===== config.mk =====
export PLATFORM = sky130hd
export DESIGN_NAME = id_ex_stage
export DESIGN_NICKNAME = d
export VERILOG_FILES = /design/src/rtl/pipe_pkg.sv /design/src/rtl/id_ex_stage_load_use_detect.sv /design/src/rtl/id_ex_stage.sv
export SDC_FILE = /design/constraint.sdc
export NUM_CORES = 1
export LEC_CHECK = 0
export BUFFER_PORTS_ARGS = -buffer_cell sky130_fd_sc_hd__buf_2
export CORE_AREA = 2 2 137 139
export CTS_CLUSTER_DIAMETER = 150
export CTS_CLUSTER_SIZE = 25
export DETAILED_ROUTE_END_ITERATION = 8
export DIE_AREA = 0 0 139 141
export PLACE_DENSITY = 0.8
export RECOVER_POWER = 50
export SYNTH_ARGS = -nofsm -noshare
export SYNTH_HDL_FRONTEND = slang
export SYNTH_SLANG_ARGS = --single-unit

===== constraint.sdc =====
create_clock -name clk -period 2.8 [get_ports clk]
set_input_delay 0.84 -clock clk [delete_from_list [all_inputs] [get_ports clk]]
set_output_delay 0.84 -clock clk [all_outputs]
set_load 0.05 [all_outputs]

===== src/rtl/pipe_pkg.sv =====
// Shared pipeline definitions: control-bundle layout, register-zero id and
// the writeback-hit test used by the operand bypass and by the hold snoop.
package pipe_pkg;

  localparam int unsigned CTRL_W         = 8;
  localparam int unsigned REG_AW         = 5;
  localparam int unsigned CTRL_MEM_READ  = 0;
  localparam int unsigned CTRL_REG_WRITE = 1;

  localparam logic [REG_AW-1:0] REG_ZERO = 5'd0;

  // True when writeback updates register ra; x0 never matches.
  function automatic logic wb_hit(input logic              we,
                                  input logic [REG_AW-1:0] wa,
                                  input logic [REG_AW-1:0] ra);
    return we && (wa != REG_ZERO) && (wa == ra);
  endfunction

endpackage


===== src/rtl/id_ex_stage_load_use_detect.sv =====
// load_use_detect: combinational load-use hazard detection between the
// instruction held in execute and the instruction currently in decode.
// Ports:
//   ex_valid_i, ex_mem_read_i, ex_rd_i       - instruction held in execute
//   id_rs1_i/id_use_rs1_i, id_rs2_i/id_use_rs2_i - decode source operands
//   luh_o                                    - hazard, decode must wait
module load_use_detect
  import pipe_pkg::*;
(
  input  logic              ex_valid_i,
  input  logic              ex_mem_read_i,
  input  logic [REG_AW-1:0] ex_rd_i,
  input  logic [REG_AW-1:0] id_rs1_i,
  input  logic              id_use_rs1_i,
  input  logic [REG_AW-1:0] id_rs2_i,
  input  logic              id_use_rs2_i,
  output logic              luh_o
);

  logic src_match;

  always_comb begin
    src_match = (id_use_rs1_i && (id_rs1_i == ex_rd_i)) ||
                (id_use_rs2_i && (id_rs2_i == ex_rd_i));
    luh_o     = ex_valid_i && ex_mem_read_i && (ex_rd_i != REG_ZERO) && src_match;
  end

endmodule


===== src/rtl/id_ex_stage.sv =====
// id_ex_stage: decode-to-execute pipeline register with valid/ready
// handshake, flush, one-cycle load-use bubble, same-cycle writeback bypass
// and writeback snooping of held operands.
// Ports:
//   clk, rst (async, active-low)
//   in_*     - decode side: instruction fields, operands, in_valid/in_ready
//   wb_*     - writeback port (same one that writes the register file)
//   flush    - kills held and incoming instruction
//   out_*    - execute side: registered fields, out_valid/out_ready
// Optional (macro ID_EX_PERF_EN): stall_cnt, bubble_cnt performance counters.
module id_ex_stage #(
  parameter int unsigned N      = 32,
  parameter int unsigned CTRL_W = pipe_pkg::CTRL_W
) (
  input  logic              clk,
  input  logic              rst,
  input  logic              in_valid,
  output logic              in_ready,
  input  logic [N-1:0]      in_pc,
  input  logic [N-1:0]      in_imm,
  input  logic [4:0]        in_rs1,
  input  logic [4:0]        in_rs2,
  input  logic [4:0]        in_rd,
  input  logic              in_use_rs1,
  input  logic              in_use_rs2,
  input  logic [N-1:0]      in_rs1_data,
  input  logic [N-1:0]      in_rs2_data,
  input  logic [CTRL_W-1:0] in_ctrl,
  input  logic              wb_RegWrite,
  input  logic [4:0]        wb_addr,
  input  logic [N-1:0]      wb_data,
  input  logic              flush,
  output logic              out_valid,
  input  logic              out_ready,
  output logic [N-1:0]      out_pc,
  output logic [N-1:0]      out_imm,
  output logic [N-1:0]      out_op1,
  output logic [N-1:0]      out_op2,
  output logic [4:0]        out_rs1,
  output logic [4:0]        out_rs2,
  output logic [4:0]        out_rd,
  output logic [CTRL_W-1:0] out_ctrl
`ifdef ID_EX_PERF_EN
  ,
  output logic [31:0]       stall_cnt,
  output logic [31:0]       bubble_cnt
`endif
);

  import pipe_pkg::*;

  logic              valid_q, valid_d;
  logic [N-1:0]      pc_q, pc_d, imm_q, imm_d, op1_q, op1_d, op2_q, op2_d;
  logic [4:0]        rs1_q, rs1_d, rs2_q, rs2_d, rd_q, rd_d;
  logic [CTRL_W-1:0] ctrl_q, ctrl_d;

  logic              adv, luh;
  logic [N-1:0]      op1_byp, op2_byp;

  load_use_detect u_luh (
    .ex_valid_i    (valid_q),
    .ex_mem_read_i (ctrl_q[CTRL_MEM_READ]),
    .ex_rd_i       (rd_q),
    .id_rs1_i      (in_rs1),
    .id_use_rs1_i  (in_use_rs1),
    .id_rs2_i      (in_rs2),
    .id_use_rs2_i  (in_use_rs2),
    .luh_o         (luh)
  );

  // Handshake and same-cycle writeback bypass of register-file reads.
  always_comb begin
    adv      = !valid_q || out_ready;
    in_ready = adv && !luh && !flush;
    op1_byp  = wb_hit(wb_RegWrite, wb_addr, in_rs1) ? wb_data : in_rs1_data;
    op2_byp  = wb_hit(wb_RegWrite, wb_addr, in_rs2) ? wb_data : in_rs2_data;
  end

  // Next-state: flush > bubble > load > drain > hold-with-snoop.
  always_comb begin
    valid_d = valid_q;
    pc_d    = pc_q;
    imm_d   = imm_q;
    op1_d   = op1_q;
    op2_d   = op2_q;
    rs1_d   = rs1_q;
    rs2_d   = rs2_q;
    rd_d    = rd_q;
    ctrl_d  = ctrl_q;
    if (flush) begin
      valid_d = 1'b0;
    end else if (adv) begin
      if (luh || !in_valid) begin
        valid_d = 1'b0;
      end else begin
        valid_d = 1'b1;
        pc_d    = in_pc;
        imm_d   = in_imm;
        op1_d   = op1_byp;
        op2_d   = op2_byp;
        rs1_d   = in_rs1;
        rs2_d   = in_rs2;
        rd_d    = in_rd;
        ctrl_d  = in_ctrl;
      end
    end else begin
      // Held operands track writeback so they are current when released.
      if (wb_hit(wb_RegWrite, wb_addr, rs1_q)) op1_d = wb_data;
      if (wb_hit(wb_RegWrite, wb_addr, rs2_q)) op2_d = wb_data;
    end
  end

  always_ff @(posedge clk or negedge rst) begin
    if (!rst) begin
      valid_q <= 1'b0;
      pc_q    <= '0;
      imm_q   <= '0;
      op1_q   <= '0;
      op2_q   <= '0;
      rs1_q   <= '0;
      rs2_q   <= '0;
      rd_q    <= '0;
      ctrl_q  <= '0;
    end else begin
      valid_q <= valid_d;
      pc_q    <= pc_d;
      imm_q   <= imm_d;
      op1_q   <= op1_d;
      op2_q   <= op2_d;
      rs1_q   <= rs1_d;
      rs2_q   <= rs2_d;
      rd_q    <= rd_d;
      ctrl_q  <= ctrl_d;
    end
  end

  assign out_valid = valid_q;
  assign out_pc    = pc_q;
  assign out_imm   = imm_q;
  assign out_op1   = op1_q;
  assign out_op2   = op2_q;
  assign out_rs1   = rs1_q;
  assign out_rs2   = rs2_q;
  assign out_rd    = rd_q;
  assign out_ctrl  = ctrl_q;

`ifdef ID_EX_PERF_EN
  logic [31:0] stall_q, bubble_q;

  // Stall: decode waiting without being flushed. Bubble: load-use slot inserted.
  always_ff @(posedge clk or negedge rst) begin
    if (!rst) begin
      stall_q  <= '0;
      bubble_q <= '0;
    end else begin
      if (in_valid && !in_ready && !flush) stall_q  <= stall_q + 32'd1;
      if (!flush && adv && luh)            bubble_q <= bubble_q + 32'd1;
    end
  end

  assign stall_cnt  = stall_q;
  assign bubble_cnt = bubble_q;
`endif

endmodule


### After elaboration in Yosys (flattened, before gate mapping)

Cells that the tools add are included.

| word-level totals | value |
|---|---|
| output and inout bits | 153 |
| input bits | 196 |
| logic and storage cells | 56 |
| flip-flop bits (word level) | 152 |

| operators by class | value |
|---|---|
| bitwise operators | 2 |
| equal/unequal tests | 7 |
| reduce and logical (&&, ||, !) cells | 27 |
| muxes and demuxes | 11 |

Operator list:

| cell | count |
|---|---|
| 32-bit two-way mux | 8 |
| 5-bit == test | 6 |
| 1-bit logical AND | 12 |
| 5-bit nonzero test | 2 |
| 3-bit AND reduction | 3 |
| 2-bit nonzero test | 3 |
| 1-bit zero test | 4 |
| 1-bit logical OR | 3 |
| 1-bit two-way mux | 3 |
| 2-bit != test (second input constant) | 1 |
| 1-bit inverter | 2 |

### Depth between registers and ports, before layout

| logic depth | value |
|---|---|
| word-level depth | 8 |
| gate-level depth with buffers | 7 |
| gate-level depth less buffers | 5 |

### Modules after synthesis

From an unflattened synthesis, not the netlist that was laid out.

| second synthesis, totals | value |
|---|---|
| cells, all modules | 587 |
| area total of the unflattened synthesis | 7,384.6 sq um |

By module, submodules not included:

| module | area each (sq um) | times used | cells each | sequential area each (sq um) |
|---|---|---|---|---|
| id_ex_stage | 7,249.5 | 1 | 570 | 3,803.6 |
| load_use_detect | 135.1 | 1 | 17 | 0.0 |

### Least setup slack after synthesis

OpenSTA, ideal clock, no wires.

| timing | value |
|---|---|
| path kind | reg-to-output |
| start | register rd_q[1] (netlist: out_rd[1]) |
| end | output port in_ready |
| path slack | -0.695 ns |
| arrival time | 2.655 ns |
| data required time | 1.960 ns |
| cell stages (with the launch flop) | 5 |
| path through | dfrtp_1 or4_1 o211ai_2 inv_2 a211oi_1 |

| on the way | value |
|---|---|
| word-level cells in the longest chain between the ends | 7 |

RTL lines:

| element | RTL line | RTL |
|---|---|---|
| from (decl) | id_ex_stage.sv:54 | `logic [4:0] rs1_q, rs1_d, rs2_q, rs2_d, rd_q, rd_d;` |
| from (signal assigned) | id_ex_stage.sv:132 | `rd_q <= rd_d;` |
| 5-bit == test (on tied branches) | id_ex_stage_load_use_detect.sv:23, id_ex_stage_load_use_detect.sv:24 |  |
| 1-bit logical AND (on tied branches) | id_ex_stage_load_use_detect.sv:23, id_ex_stage_load_use_detect.sv:24 |  |
| 1-bit logical OR | id_ex_stage_load_use_detect.sv:23 | `src_match = (id_use_rs1_i && (id_rs1_i == ex_rd_i)) \|\|` |
| 1-bit logical AND * | id_ex_stage_load_use_detect.sv:25 | `luh_o = ex_valid_i && ex_mem_read_i && (ex_rd_i != REG_ZERO) && src_match;` |
| 1-bit zero test * | id_ex_stage.sv:74 | `in_ready = adv && !luh && !flush;` |
| 1-bit logical AND * (2 in a row) | id_ex_stage.sv:74 |  |
| to (decl) | id_ex_stage.sv:18 | `output logic in_ready,` |

Mark *: on every way between the ends. The rest lies on a longest branch, timed or not.

### Worst setup path in the final report

Same ends and word-level chain as after synthesis.

==> results.yml <==
run:
  cap_viol_max_count: 0
cts:
  clk_path_buf_depth: 2
  clock_latency_ns: 0.42
  cts_sinks: 152
  hold_buffers: 0
  numCtsBuffers: 17
  cts_tree: "built"
  htree_levels: 4
  clk_pin_slew_ns: 0.07
  cts_root_buf: "clkbuf_16"
die:
  die-area_mm2: 0.0196
  num_rows: 50
  coreArea_mm2: 0.0183
  start_util_pct: 40.5
  die_x_um: 139
  die_y_um: 141
  pin_count: 349
power_and_ir_drop:
  clock_power_share_pct: 26.7
  seqPwrFrac_pct: 34.7
  ir_drop_v: 0.000490
  pwr-share-comb_pct: 38.6
  power_density_mw_per_mm2: 825
  p_sw_mw: 3.37
  p_int_mw: 4.89
  leakage_nw: 4.79
  netSwitchingFraction_pct: 40.8
worst_setup_path:
  cp.required_ns: 1.96
  path_cells: "or4_4, o211ai_2, inv_2, a211oi_4, buf_6"
  critPathSlowestCell: "or4_4"
  cp-end-kind: "output pin"
  cp-start-kind: "flip-flop"
  crit_path_start: "out_rd[1]$_DFFE_PN0P_"
  crit_fanout: 2
  endpoint: "in_ready"
  r2r_slack_ns: 0.31
  slowest_delay_ns: 0.54
  path_class: "flip-flop to output pin"
  reg2reg_depth: 7
  crit_arrival_ns: 2.01
  reg2reg_to: "out_pc[20]$_DFFE_PN0P_"
  rr_startpoint: "out_rd[1]$_DFFE_PN0P_"
global_routing:
  grt_pass1_vias: 5578
  antenna_found_initial: 2
  track_usage_pct: 20.1
  grt_max_degree: 52
  grt_overflow_total: 0
  grt_pass1_wl_mm: 30.9
logic_synthesis:
  yosysWarnings: 0
  ys_seq_area_share_pct: 51.4
  syn-cell-area_mm2: 0.00740
  synth_nets: 654
  synth_top_family_by_area: "multiplexers"
  synth_seq_cells: 152
  synthCells: 458
  synthAdderAreaFrac_pct: 0
  yosys-mux-area-fraction_pct: 38.8
  synth.distinct_cells: 32
  synth_compound_area_share_pct: 1.91
  synthSimpleGateAreaFrac_pct: 1.54
  syn_area_per_cell_um2: 16.2
  synth_xor_area_share_pct: 3.55
status:
  violations: "setup timing"
  outcome: "complete, but fails checks"
routing:
  drt-initial-drc-count: 176
  routed_wirelength_mm: 19.7
  ant_nets: 0
  route.detailed.drc: 0
  first_pass_iters: 4
  vias_per_cell: 4.81
  vias: 5168
  wire_per_inst_um: 18.4
sta:
  skew_ns: 0.0111
  rsz0062_at_grt: "yes"
  min_period_over_period_pct: 102
  maxSlewHeadroom_pct: 22.0
  finalSetupViolCount: 1
  finalMaxSlewViolations: 0
  min_period_ns: 2.85
  fin_ws_ns: -0.0546
  tightest_slew_ns: 1.17
  fmax_ghz: 0.350
  hold_viol: 0
placement:
  post_dp_cell_area_mm2: 0.00956
  dp.cells: 1038
  gp_congestion: 0.779
  io_buffers: 348
  hpwlAfterDp_mm: 14.8
cells_and_area:
  fin_nets: 1021
  area_growth_pct: 35.2
  final_area_mm2: 0.0100
  fin_cells: 1074
  layout-drive-gt1-share_pct: 65.2
worst_hold_path:
  min_path_type: "flip-flop to flip-flop"
-- sequential cells by signal (all words and copies together) (netlist names) --
name	cells
out_rd	5
out_op2	32
out_imm	32
out_rs1	5
out_rs2	5
out_valid	1
out_ctrl	8
out_pc	32
out_op1	32
-- critical path: cells and delay by family (launching register included) --
family | cells | cell delay, ns
and+or+nand+nor | 1 | 0.54
DFF | 1 | 0.40
AOI/OAI and AO/OA | 2 | 0.39
buffers and inverters | 2 | 0.26
-- cell families (layout without fill, tap and decap cells) --
logic type / after synthesis / count (layout)
muxes: 215 / 215
DFF: 152 / 152
xor gates and xnor gates: 30 / 30
buffers and inverters: 29 / 409
and+or+nand+nor: 20 / 20
AOI/OAI and AO/OA: 12 / 12
other: 0 / 2
-- power groups by stage --
stage                     clock network [mW]  registers, mW  logic [mW]
after floorplan                            0           4.38       0.886
after global placement                     0           2.88        3.22
after detailed placement                   0           2.90        3.26
after CTS                               2.26           2.86        3.28
after global routing                    2.37           2.92        3.31
final                                   2.21           2.87        3.19
-- worst min path at each step --
stage                     depth (start not counted)                      end                    start
after global routing                              1  out_imm[15]$_DFFE_PN0P_  out_imm[15]$_DFFE_PN0P_
after detailed placement                          1  out_imm[10]$_DFFE_PN0P_  out_imm[10]$_DFFE_PN0P_
final                                             1  out_imm[14]$_DFFE_PN0P_  out_imm[14]$_DFFE_PN0P_
after global placement                            1   out_imm[9]$_DFFE_PN0P_   out_imm[9]$_DFFE_PN0P_
after floorplan                                   1  out_ctrl[0]$_DFFE_PN0P_  out_ctrl[0]$_DFFE_PN0P_
after CTS                                         1  out_op1[14]$_DFFE_PN0P_                      rst
-- per-layer routing --
metal | vias up | part of all wire [%] | routed length, µm | global-route usage [%]
met3 | 24 | 6.3 | 1240 | 5.43
met4 | 0 | 1.9 | 378 | 7.55
met2 | 223 | 51 | 10100 | 34.4
met5 | - | 0 | 0 | 0
met1 | 2548 | 41 | 8070 | 24.3
li1 | 2373 | - | - | -
-- cells in the mapped netlist, drive strengths merged --
master / count / area, µm²
o221ai: 1 / 8.76
or2b: 1 / 8.76
nand2: 5 / 18.8
and3: 1 / 6.26
mux2: 215 / 2870
xor2: 6 / 52.6
o22ai: 1 / 6.26
nor2b: 1 / 6.26
a21oi: 2 / 13.8
nor3: 2 / 10.0
buf: 24 / 191
a211oi: 1 / 7.51
nand4: 4 / 25.0
nand3: 4 / 20.0
clkbuf: 3 / 12.5
inv: 2 / 7.50
or4: 2 / 18.8
xnor2: 24 / 210
dfrtp: 152 / 3800
o31ai: 2 / 42.5
o211ai: 2 / 25.0
o2111a: 1 / 11.3
o21ai: 1 / 16.3
a21bo: 1 / 10.0
-- area by class of cell --
| class | instances | area [µm²] |
|---|---|---|
| diodes | 2 | 5.00 |
| clock buffers | 20 | 447 |
| clock inverters | 12 | 115 |
| fillers | 1566 | 8250 |
| inverters | 2 | 7.51 |
| multi-input cells | 277 | 3430 |
| flip-flops and latches | 152 | 3800 |
| well taps | 234 | 293 |
| repair buffers | 375 | 1920 |
-- through the flow --
stage / power (mW) / setup TNS, ns / hold WS (ns) / utilization, % / setup WS (ns)
floorplan: 5.27 / 0 / 0.525 / - / 0.00308
global placement: 6.10 / -0.0405 / 0.463 / 52.4 / -0.0405
detailed placement: 6.16 / -0.0208 / 0.469 / 52.4 / -0.0208
CTS: 8.40 / -0.0776 / 0.351 / 55.6 / -0.0776
global route: 8.60 / -0.143 / 0.501 / 54.8 / -0.143
finish: 8.26 / -0.0546 / 0.484 / 54.8 / -0.0546
-- placed cells by master, fill, tap and decap left out, types with 2 or more instances in the layout --
master	n
buf_2	271
dfrtp_1	151
mux2_4	120
mux2_2	85
clkbuf_1	80
xnor2_1	24
clkbuf_16	17
buf_4	16
mux2_1	10
xor2_1	6
buf_12	6
nand2_1	5
inv_6	5
nand4_1	4
nand3_1	3
clkinvlp_4	3
clkbuf_2	3
diode_2	2
or4_4	2
o31ai_4	2
nor3_1	2
clkinv_2	2
-- repair_timing --
action	4_1_cts	5_1_grt
setup endpoints to repair	1	1
endpoints found under the hold margin	0	0
buffers inserted	2	0
gates resized for setup	3	0
cloned	0	0
No activity file was read; power rests on OpenSTA's default activity.
